<file path="config.mk">
export PLATFORM = sky130hd
export DESIGN_NAME = serial_pattern_tx_flat
export DESIGN_NICKNAME = d
export VERILOG_FILES = /design/src/rtl/serial_pattern_tx_if.sv /design/src/rtl/serial_pattern_tx.sv /design/src/flat_wrapper.sv
export SDC_FILE = /design/constraint.sdc
export NUM_CORES = 1
export LEC_CHECK = 0
export BUFFER_PORTS_ARGS = -buffer_cell sky130_fd_sc_hd__buf_2
export CORE_MARGIN = 1.5
export CORE_UTILIZATION = 35
export CTS_BUF_LIST = sky130_fd_sc_hd__clkbuf_4 sky130_fd_sc_hd__clkbuf_8
export DETAILED_ROUTE_END_ITERATION = 8
export HOLD_SLACK_MARGIN = 0.08
export PLACE_DENSITY = 0.58
export SLEW_MARGIN = 20
export SYNTH_ARGS = -nofsm -noshare
export SYNTH_HDL_FRONTEND = slang
export SYNTH_SLANG_ARGS = --single-unit
export TNS_END_PERCENT = 50
</file>
<file path="constraint.sdc">
create_clock -name CLK -period 2.58 [get_ports CLK]
set_clock_uncertainty 0.15 [all_clocks]
set_input_delay 0 -clock CLK [delete_from_list [all_inputs] [get_ports CLK]]
set_output_delay 0 -clock CLK [all_outputs]
set_load 0.03 [all_outputs]
</file>
<file path="src/rtl/serial_pattern_tx_if.sv">
// rtl/serial_pattern_tx_if.sv - parallel word input handshake for serial_pattern_tx
interface serial_pattern_tx_if #(
  parameter int WIDTH = 8
) ();
  logic             in_valid;
  logic [WIDTH-1:0] in_data;
  logic             in_ready;

  modport master (output in_valid, output in_data, input in_ready);
  modport slave  (input in_valid, input in_data, output in_ready);
endinterface

</file>
<file path="src/rtl/serial_pattern_tx.sv">
// rtl/serial_pattern_tx.sv - FIFO-buffered parallel-to-serial word transmitter
module serial_pattern_tx #(
  parameter int WIDTH     = 8,
  parameter int DEPTH     = 4,
  parameter int MSB_FIRST = 1
) (
  input  logic                   CLK,
  input  logic                   RESET,
  serial_pattern_tx_if.slave     in_if,
  output logic                   out,
  output logic                   out_valid,
  output logic                   last,
  output logic [$clog2(DEPTH):0] fifo_count
);

  localparam int PW = $clog2(DEPTH);
  localparam int CW = (WIDTH > 1) ? $clog2(WIDTH) : 1;

  typedef enum logic {IDLE, SHIFT} state_t;

  state_t           state, state_nxt;
  logic [WIDTH-1:0] mem [DEPTH];
  logic [PW-1:0]    wr_ptr, rd_ptr;
  logic [PW:0]      count;
  logic [WIDTH-1:0] sreg;
  logic [CW-1:0]    bit_cnt;
  logic             push, pop, final_bit;

  // Ready comes from the registered count only, so a full FIFO refuses a push
  // even on the edge that pops; this keeps in_ready free of combinational paths.
  assign in_if.in_ready = (count != (PW+1)'(DEPTH));
  assign push           = in_if.in_valid && in_if.in_ready;
  assign final_bit      = (state == SHIFT) && (bit_cnt == CW'(WIDTH - 1));

  // State register
  always_ff @(posedge CLK or negedge RESET) begin
    if (!RESET) state <= IDLE;
    else        state <= state_nxt;
  end

  // Next state and pop decision: load from idle, or reload on the final bit
  always_comb begin
    state_nxt = state;
    pop       = 1'b0;
    case (state)
      IDLE: begin
        if (count != '0) begin
          pop       = 1'b1;
          state_nxt = SHIFT;
        end
      end
      SHIFT: begin
        if (final_bit) begin
          if (count != '0) pop = 1'b1;
          else             state_nxt = IDLE;
        end
      end
      default: state_nxt = IDLE;
    endcase
  end

  // FIFO storage; contents need no reset because count gates every read
  always_ff @(posedge CLK) begin
    if (push) mem[wr_ptr] <= in_if.in_data;
  end

  // FIFO pointers and occupancy; pointers wrap naturally since DEPTH is a power of two
  always_ff @(posedge CLK or negedge RESET) begin
    if (!RESET) begin
      wr_ptr <= '0;
      rd_ptr <= '0;
      count  <= '0;
    end else begin
      if (push) wr_ptr <= wr_ptr + 1'b1;
      if (pop)  rd_ptr <= rd_ptr + 1'b1;
      case ({push, pop})
        2'b10:   count <= count + 1'b1;
        2'b01:   count <= count - 1'b1;
        default: count <= count;
      endcase
    end
  end

  // Shift register and bit counter; the current bit always sits at the output end
  always_ff @(posedge CLK or negedge RESET) begin
    if (!RESET) begin
      sreg    <= '0;
      bit_cnt <= '0;
    end else if (pop) begin
      sreg    <= mem[rd_ptr];
      bit_cnt <= '0;
    end else if (state == SHIFT) begin
      sreg    <= (MSB_FIRST != 0) ? (sreg << 1) : (sreg >> 1);
      bit_cnt <= final_bit ? '0 : bit_cnt + 1'b1;
    end
  end

  // Outputs decoded from registered state; reset clears them without a clock
  always_comb begin
    out_valid  = (state == SHIFT);
    out        = out_valid && ((MSB_FIRST != 0) ? sreg[WIDTH-1] : sreg[0]);
    last       = final_bit;
    fifo_count = count;
  end

endmodule

</file>
<file path="src/flat_wrapper.sv">
// flat-port wrapper written by rule: the top's interface ports become plain ports
module serial_pattern_tx_flat 
#(
  parameter int WIDTH     = 8,
  parameter int DEPTH     = 4,
  parameter int MSB_FIRST = 1
)
  (CLK, RESET, out, out_valid, last, fifo_count, in_if_in_valid, in_if_in_data, in_if_in_ready);
  serial_pattern_tx_if #(.WIDTH(WIDTH)) in_if_i ();
  input  logic CLK;
  input  logic RESET;
  output logic out;
  output logic out_valid;
  output logic last;
  output logic [$clog2(DEPTH):0] fifo_count;
  input wire logic [$bits(in_if_i.in_valid)-1:0] in_if_in_valid;
  input wire logic [$bits(in_if_i.in_data)-1:0] in_if_in_data;
  output wire logic [$bits(in_if_i.in_ready)-1:0] in_if_in_ready;
  assign in_if_i.in_valid = in_if_in_valid;
  assign in_if_i.in_data = in_if_in_data;
  assign in_if_in_ready = in_if_i.in_ready;
  serial_pattern_tx #(.WIDTH(WIDTH), .DEPTH(DEPTH), .MSB_FIRST(MSB_FIRST)) u_core (.CLK(CLK), .RESET(RESET), .in_if(in_if_i), .out(out), .out_valid(out_valid), .last(last), .fifo_count(fifo_count));
endmodule
</file>
==> flow_summary.toml, run 1 <==
[outcome]
status = "complete, no violations"

[die]
rows = 28
io_pins = 18
die_w_um = 81.14
die_h_um = 81.14
core_area_um2 = 5921
fp.dieArea_um2 = 6584
initial_core_util_pct = 36.09

[drt]
first_pass_iters = 4
ant_nets = 0
wire_per_inst_um = 14.67
drt-total-wl_um = 3595
vias = 1183
drc = 0
first_iter_violations = 76
viasPerCell = 4.829

[synthesis]
ys_top_cells_by_area = "edfxtp_1 45%, dfrtp_1 22%, mux4_2 8.4%"
synth_ff_type = "edfxtp_1"
synth_edf_count = 32
syn_avg_cell_area_um2 = 15.60
synth-warning-count = 0
synth_top_area_share_pct = 44.96
ys_seq_area_share_pct = 67.21
postSynthCellCount = 137
ys_async_sr_fraction_pct = 37.25
synth_cell_types = 28
syn_nets = 156
ys_ff_latch = 51
synth_top_area_cell = "edfxtp_1"
syn_area_um2 = 2137

[timing]
worst_pin_slew_ns = 0.8740
fin_crit_sh_pct = 91.61
slew_violations = 0
fin_crit_ns = 2.364
final-setup-viol-count = 0
slew_headroom_pct = 41.54
rsz0062_at_grt = "false"
max_freq_ghz = 0.4231
whs_ns = 0.2784
final_hold_viol_count = 0
fin_setup_tns_ns = 0

[global_route]
antenna_found_initial = 0
grt_first_pass_wirelength_um = 6009
grt_use_total_pct = 12.61
grt_max_degree = 20
first_global_vias = 1223
overflow = 0

[clock_tree]
htreeDepth = 2
cts_max_path_buffers = 2
clkTransAtPathRegs_ns = 0.10
clkLatencyLatePin_ns = 0.31
cts_made_buffers = 5
cts-root-buf = "clkbuf_8"
cts_tree = "done"
clock_sinks = 51

[finish]
drive_above_1_share_pct = 26.47
design_area_um2 = 2525
syn_to_final_growth_pct = 18.15
layout.nets = 188
n_fill_cell = 520
insertedDiodeCount = 0

[place]
placement.cell_area_um2 = 2313
dp_hpwl_um = 2447
io_buffer_count = 17
place.gp.congestion = 0.7375

[min_path]
hp-class = "input port to flip-flop"
hold_start = "in_if_in_data[4]"

[power]
power_density_nw_per_um2 = 1030
total_leakage_power_nw = 0.9684
peakVddDrop_mv = 0.4142

[worst_setup_path]
crit_fanout = 6
crit_required_ns = 2.67
cp-end-kind = "flip-flop"
critPathKind = "flip-flop to flip-flop"
arrival_ns = 2.46
critPathLaunch = "u_core.fifo_count[2]"
reg2reg_from = "u_core.fifo_count[2]"
worstSetupStartpointType = "flip-flop"
reg2reg_slack_ns = 0.22

[run]
cap_violations = 0
[flip-flops by register name, indices dropped and copies added, names as in the netlist]
| register | count |
|---|---|
| u_core.sreg | 8 |
| u_core.wr_ptr | 2 |
| u_core.out_valid | 1 |
| u_core.mem | 32 |
| u_core.bit_cnt | 3 |
| u_core.fifo_count | 3 |
| u_core.rd_ptr | 2 |
[worst max-delay path, cell delays in order, from the launching register on]
cell and delay [ns]:
dfrtp_1 0.45, or3b_4 0.44, and2_4 0.19, inv_1 0.05, ha_1 0.17, inv_1 0.06, fa_1 0.37, xor2_1 0.15
nor2_1 0.10, xor2_1 0.15
[cells by family after synthesis]
group	count (synthesis)	synth area share, %
AO/OA/AOI/OAI	11	3.923
XOR/XNOR	6	2.459
flip-flops	51	67.21
AND/OR/NAND/NOR	39	9.544
adder cells (fa/ha/maj)	8	5.035
multiplexers	10	9.602
buffers and inverters	12	2.225
[routing by layer]
layer  track usage (%)  up-vias  wire, µm
met4             6.724        0        68
met3             2.809        7       118
met1             16.72      586      1698
li1                  -      570         -
met2             19.33       20      1711
met5                 0        -         0
[report_power, final]
part,total (mW),leakage [nW],internal (mW),switching (mW)
clock network,0.476,0.0463,0.199,0.277
logic,0.841,0.395,0.407,0.434
registers,1.28,0.527,1.11,0.175
[cell usage after synthesis (2+ instances only)]
| library cell | instances |
|---|---|
| xnor2_1 | 3 |
| buf_2 | 2 |
| mux4_2 | 8 |
| and2_1 | 2 |
| nand3_1 | 8 |
| clkbuf_1 | 4 |
| and3_2 | 4 |
| nand2_1 | 16 |
| a22o_1 | 3 |
| dfrtp_1 | 19 |
| o211ai_1 | 7 |
| inv_1 | 6 |
| edfxtp_1 | 32 |
| ha_1 | 7 |
| xor2_1 | 3 |
[area by class of cell]
type,instances,area (µm²),area share [%]
Sequential cell,51,1436,56.89
Inverter,6,22.52,0.8920
Clock inverter,3,27.53,1.090
Clock buffer,5,68.82,2.725
Timing Repair Buffer,31,217.7,8.622
Multi-Input combinational cell,74,658.1,26.07
Tap cell,75,93.84,3.717
[final timing paths]
kind                            cells past startpoint                   end
worst min-delay path                                2      u_core.mem[1][4]
min in group asynchronous                           3        u_core.sreg[0]
worst max register to register                      9  u_core.fifo_count[2]
worst max-delay path                                9  u_core.fifo_count[2]
max in group asynchronous                           3      u_core.wr_ptr[1]
worst min register to register                      2        u_core.sreg[7]
[metrics by stage]
stage	setup slack, ns	power, mW	instances	util, %
finish	0.2165	2.601	245	42.65
global route	0.08180	2.779	245	42.65
CTS	0.06530	2.638	245	42.56
detailed placement	0.09011	2.150	226	39.07
global placement	0.1914	2.095	226	39.07
floorplan	0.08932	1.903	137	-
[placed cells by master, fill, tap and decap left out, drive strengths merged]
cell and count:
a22o 3, and2 3, and3 4, buf 20
clkbuf 5, clkinv 1, clkinvlp 1, dfrtp 19
dlygate4sd3 11, edfxtp 32, fa 1, ha 7
inv 7, mux2 1, mux2i 1, mux4 8
nand2 16, nand2b 1, nand3 8, nor2 2
nor2b 1, nor3 1, nor4 1, o211ai 7
o21ai 1, or3 1, or3b 1, xnor2 3
xor2 3
[repair_timing]
action	CTS	global route
buffers inserted	0	0
resized for setup	0	1
hold buffers	11	0
endpoints found under the setup margin	0	1
hold endpoints to repair	53	0
(Power assumes the default switching activity.)
==> inputs of run 2 (changes only) <==
- BUFFER_PORTS_ARGS: -buffer_cell sky130_fd_sc_hd__buf_2 -> -buffer_cell sky130_fd_sc_hd__buf_4
==> run 2 against run 1 <==
Global-route usage is 0.58 points higher; clock-buffer cell count up 1; first-iteration DRC count decreased by 53%; largest cell class unchanged; sequential share of layout area down 1.6 points; sequential power about the same; combinational power is 6.9% higher; clock power increased by 19%; die area is the same; critical path depth did not move; routed wire length grew 2.6%; critical endpoint unchanged; via count increased by 1.1%.
==> flow_summary.toml, run 2 (synthesis gave the netlist of run 1 again) <==
[worst_setup_path]
critPathKind = "flip-flop to flip-flop"
crit_required_ns = 2.66
arrival_ns = 2.46
crit_slowest_cell = "dfrtp_1"
max_stage_delay_ns = 0.44
cp-end-kind = "flip-flop"
r2r-end = "u_core.fifo_count[2]"
crit_fanout = 6
critPathTopFamily = "simple AND/OR/NAND/NOR gates"
crit_chain = "or3b_4 -> and2_4 -> inv_1 -> ha_1 -> inv_1 -> fa_1 -> xor2_1 -> nor2_1 -> xor2_1"
worstSetupStartpointType = "flip-flop"
reg2reg_from = "u_core.fifo_count[1]"
cp.buffers_inverters = 2
r2r_cells = 9
reg2reg_slack_ns = 0.20

[drt]
wire_per_inst_um = 14.99
ant_nets = 0
first_iter_violations = 36
vias = 1196
drt-total-wl_um = 3687
drc = 0
first_pass_iters = 4
viasPerCell = 4.862

[clock_tree]
cts_setup_buffers = 0
clock_sinks = 51
clkTransAtPathRegs_ns = 0.10
cts_tree = "done"
cts_made_buffers = 5
clkLatencyLatePin_ns = 0.31
htreeDepth = 2
cts-root-buf = "clkbuf_8"
cts_max_path_buffers = 2

[die]
die_w_um = 81.14
die_h_um = 81.14
initial_core_util_pct = 36.09
io_pins = 18
rows = 28
core_area_um2 = 5921
fp.dieArea_um2 = 6584

[finish]
layout_commonest_cell = "edfxtp_1"
final_cell_mix = "32 x edfxtp_1, 21 x buf_4, 19 x dfrtp_1"
largest-register = "u_core.mem"
insertedDiodeCount = 0
reg_top3 = "u_core.mem x32, u_core.sreg x8"
drive_above_1_share_pct = 26.90
multi_input_area_um2 = 658.1
syn_to_final_growth_pct = 21.49
n_fill_cell = 533
layout.nets = 189
largest_register_ffs = 32
final_core_util_pct = 43.85
seq_area_um2 = 1436

[timing]
max_freq_ghz = 0.4209
final-setup-viol-count = 0
slew_headroom_pct = 40.07
worst_pin_slew_ns = 0.8960
fin_crit_sh_pct = 92.08
final_hold_viol_count = 0
fin_setup_tns_ns = 0
rsz0062_at_grt = "false"
final.setup.worst_slack_ns = 0.2043
fin_crit_ns = 2.376
slew_violations = 0
whs_ns = 0.2960

[global_route]
grt_max_degree = 20
grt_first_pass_wirelength_um = 6223
antenna_found_initial = 0
first_global_vias = 1264
overflow = 0
grt_use_total_pct = 13.19

[outcome]
status = "complete, no violations"

[power]
finalPower_mw = 2.747
total_leakage_power_nw = 1.003
power_density_nw_per_um2 = 1058
peakVddDrop_mv = 0.4424

[place]
io_buffer_count = 17
place_ws_ns = 0.04648
dp_hpwl_um = 2520
place.gp.congestion = 0.7140

[min_path]
min_to = "u_core.mem[1][6]"
hp-class = "input port to flip-flop"
hold_start = "in_if_in_data[6]"
whs_path_depth = 2

[run]
cap_violations = 0
-- run 2: cell count changes in the layout (fill, tap and decap cells not counted) --
| cell | previous run | this run |
|---|---|---|
| buf_4 | 3 | 21 |
| buf_2 | 17 | 0 |
| bufinv_16 | 0 | 1 |
| clkbuf_8 | 5 | 6 |
| clkinv_2 | 0 | 1 |
| clkinv_4 | 1 | 0 |
| clkinvlp_4 | 1 | 0 |
| inv_8 | 1 | 0 |
-- run 2: power by group --
group / leakage (nW) / internal, mW / switching, mW
clock network: 0.0612 / 0.314 / 0.254
logic: 0.415 / 0.447 / 0.452
registers: 0.527 / 1.11 / 0.170
total: 1.00 / 1.87 / 0.877
-- run 2: through the flow --
stage / area [µm²] / cells
4_1_cts: 2591 / 246
6_report: 2596 / 246
5_1_grt: 2596 / 246
3_3_place_gp: 2364 / 227
3_5_place_dp: 2364 / 227
2_1_floorplan: 2137 / 137
-- run 2: how the worst max path moves through the flow --
stage / depth (start not counted) / slack (ns) / end / startpoint
finish: 9 / 0.20 / u_core.fifo_count[2] / u_core.fifo_count[1]
global route: 10 / 0.006 / u_core.fifo_count[2] / u_core.bit_cnt[0]
CTS: 10 / 0.03 / u_core.fifo_count[2] / u_core.bit_cnt[0]
detailed placement: 10 / 0.05 / u_core.fifo_count[2] / u_core.bit_cnt[0]
global placement: 10 / 0.20 / u_core.fifo_count[2] / u_core.bit_cnt[0]
floorplan: 9 / 0.09 / u_core.fifo_count[2] / u_core.fifo_count[2]
-- run 2: metal layers --
metal | vias to the layer above | routed length (µm) | part of all wire (%) | track usage, %
li1 | 568 | - | - | -
met1 | 603 | 1654 | 45 | 16.80
met2 | 20 | 1889 | 51 | 21.58
met3 | 5 | 91 | 2.5 | 3.483
met4 | 0 | 52 | 1.4 | 5.000
met5 | - | 0 | 0 | 0
-- run 2: final cells by class --
class	instances	share of cell area [%]
Clock inverter	2	1.349
Multi-Input combinational cell	74	25.35
Clock buffer	6	3.181
Inverter	6	0.8675
Sequential cell	51	55.33
Tap cell	75	3.614
Timing Repair Buffer	32	10.31
-- run 2: repair_timing --
item,CTS,global route
hold buffers,11,0
hold endpoints to repair,53,0
resized for setup,0,1
endpoints found under the setup margin,0,1
==> inputs of run 3 (changes only) <==
- clock period: 2.58 -> 2.64 ns (I/O delays scaled with it)
==> run 3 against run 2 <==
Non-clock buffer count down 1; die area unchanged; hold slack worse by 0.0012 ns; register-to-register slack better by 0.02 ns; critical endpoint unchanged; sequential power about the same; worst setup slack better by 0.025 ns; critical path depth unchanged.
==> flow_summary.toml, run 3 (synthesis gave the netlist of run 1 again) <==
[worst_setup_path]
crit_end = "u_core.fifo_count[2]"
r2r-end = "u_core.fifo_count[2]"
r2r_cells = 9
crit_slowest_cell = "dfrtp_1"
arrival_ns = 2.49
worstSetupStartpointType = "flip-flop"
crit_required_ns = 2.72
crit_chain = "or3b_4 -> and2_4 -> inv_1 -> ha_1 -> inv_1 -> fa_1 -> xor2_1 -> nor2_1 -> xor2_1"
reg2reg_slack_ns = 0.23
reg2reg_from = "u_core.fifo_count[0]"
crit_fanout = 7
cp-end-kind = "flip-flop"
critPathKind = "flip-flop to flip-flop"
critPathLaunch = "u_core.fifo_count[0]"
max_stage_delay_ns = 0.47

[finish]
largest_register_ffs = 32
reg_top3 = "u_core.mem x32, u_core.sreg x8"
layout_commonest_cell = "edfxtp_1"
syn_to_final_growth_pct = 22.01
layoutNonFillerInstCount = 245
drive_above_1_share_pct = 26.47
layout.nets = 188
final_cell_mix = "32 x edfxtp_1, 20 x buf_4, 19 x dfrtp_1"
largest-register = "u_core.mem"
final_core_util_pct = 44.04
insertedDiodeCount = 0

[drt]
wire_per_inst_um = 15.47
vias = 1204
ant_nets = 0
viasPerCell = 4.914
drt-total-wl_um = 3789
drc = 0
first_iter_violations = 86
first_pass_iters = 4

[timing]
fin_crit_ns = 2.411
final_hold_viol_count = 0
fin_setup_tns_ns = 0
final.setup.worst_slack_ns = 0.2288
final-setup-viol-count = 0
worst_pin_slew_ns = 0.8887
rsz0062_at_grt = "false"
slew_headroom_pct = 40.56
fin_crit_sh_pct = 91.33
slew_violations = 0
max_freq_ghz = 0.4147

[power]
peakVddDrop_mv = 0.4315
power_density_nw_per_um2 = 1058
finalPower_mw = 2.760
total_leakage_power_nw = 1.006

[place]
dp_hpwl_um = 2511
place_ws_ns = 0.1525
io_buffer_count = 17
dp.cells = 226
place.gp.congestion = 0.7275

[die]
die_w_um = 81.14
io_pins = 18
die_h_um = 81.14
rows = 28
core_area_um2 = 5921
fp.dieArea_um2 = 6584
initial_core_util_pct = 36.09

[clock_tree]
cts_made_buffers = 5
cts_tree = "done"
cts-root-buf = "clkbuf_8"
clock_sinks = 51
clkTransAtPathRegs_ns = 0.09
clkLatencyLatePin_ns = 0.30
cts_setup_buffers = 0
htreeDepth = 2
cts_max_path_buffers = 2

[global_route]
antenna_found_initial = 0
grt_first_pass_wirelength_um = 6230
overflow = 0
grt_use_total_pct = 13.41
grt_max_degree = 20
first_global_vias = 1225

[outcome]
status = "complete, no violations"

[min_path]
hold_start = "in_if_in_data[1]"
hp-class = "input port to flip-flop"
whs_path_depth = 2

[run]
cap_violations = 0
run 3: changes by cell type in the layout (fill, tap and decap cells not counted), sizes merged:
| cell | change |
|---|---|
| buf | -1 |
| clkinv | -1 |
| bufinv | +1 |
run 3: metal layers:
layer | part of all wire (%) | GRT usage [%]
met1 | 43 | 16.45
met3 | 3.3 | 3.708
met4 | 1.3 | 4.655
met2 | 52 | 22.75
met5 | 0 | 0
run 3: cell type report:
| class | instances | area, µm² |
|---|---|---|
| clock buffers | 6 | 76.32 |
| clock inverters | 2 | 60.06 |
| fillers | 529 | 3313 |
| inverters | 6 | 22.52 |
| multi-input cells | 74 | 658.1 |
| flip-flops and latches | 51 | 1436 |
| well taps | 75 | 93.84 |
| repair buffers | 31 | 260.3 |
run 3: worst min-delay path by stage:
stage	slack [ns]	end
after floorplan	-0.45	u_core.bit_cnt[0]
after global placement	-0.27	u_core.sreg[7]
after detailed placement	-0.26	u_core.sreg[3]
after CTS	0.28	u_core.mem[1][6]
after global routing	0.29	u_core.mem[3][4]
final	0.29	u_core.mem[1][1]
run 3: power by group:
part / total [mW] / internal (mW) / switching, mW
registers: 1.27 / 1.08 / 0.182
logic: 0.863 / 0.425 / 0.438
clock network: 0.630 / 0.389 / 0.242
run 3: repair_timing:
action / in CTS / in global routing
gates resized for setup: 0 / 1
hold endpoints to repair: 53 / 0
endpoints found under the setup margin: 0 / 1
hold buffers: 11 / 0
run 3: critical path, delay by kind of cell, from the launching register on:
family | cells | cell delay (ns)
buffers and inverters | 2 | 0.12
AND/OR/NAND/NOR | 3 | 0.73
flip-flops | 1 | 0.47
adder cells (fa/ha/maj) | 2 | 0.55
XOR/XNOR | 2 | 0.31
run 3: stage by stage:
| stage | cell area, µm² | hold slack, ns |
|---|---|---|
| floorplan | 2137 | -0.4456 |
| global placement | 2356 | -0.2691 |
| detailed placement | 2356 | -0.2605 |
| CTS | 2603 | 0.2845 |
| global route | 2608 | 0.2887 |
| finish | 2608 | 0.2948 |
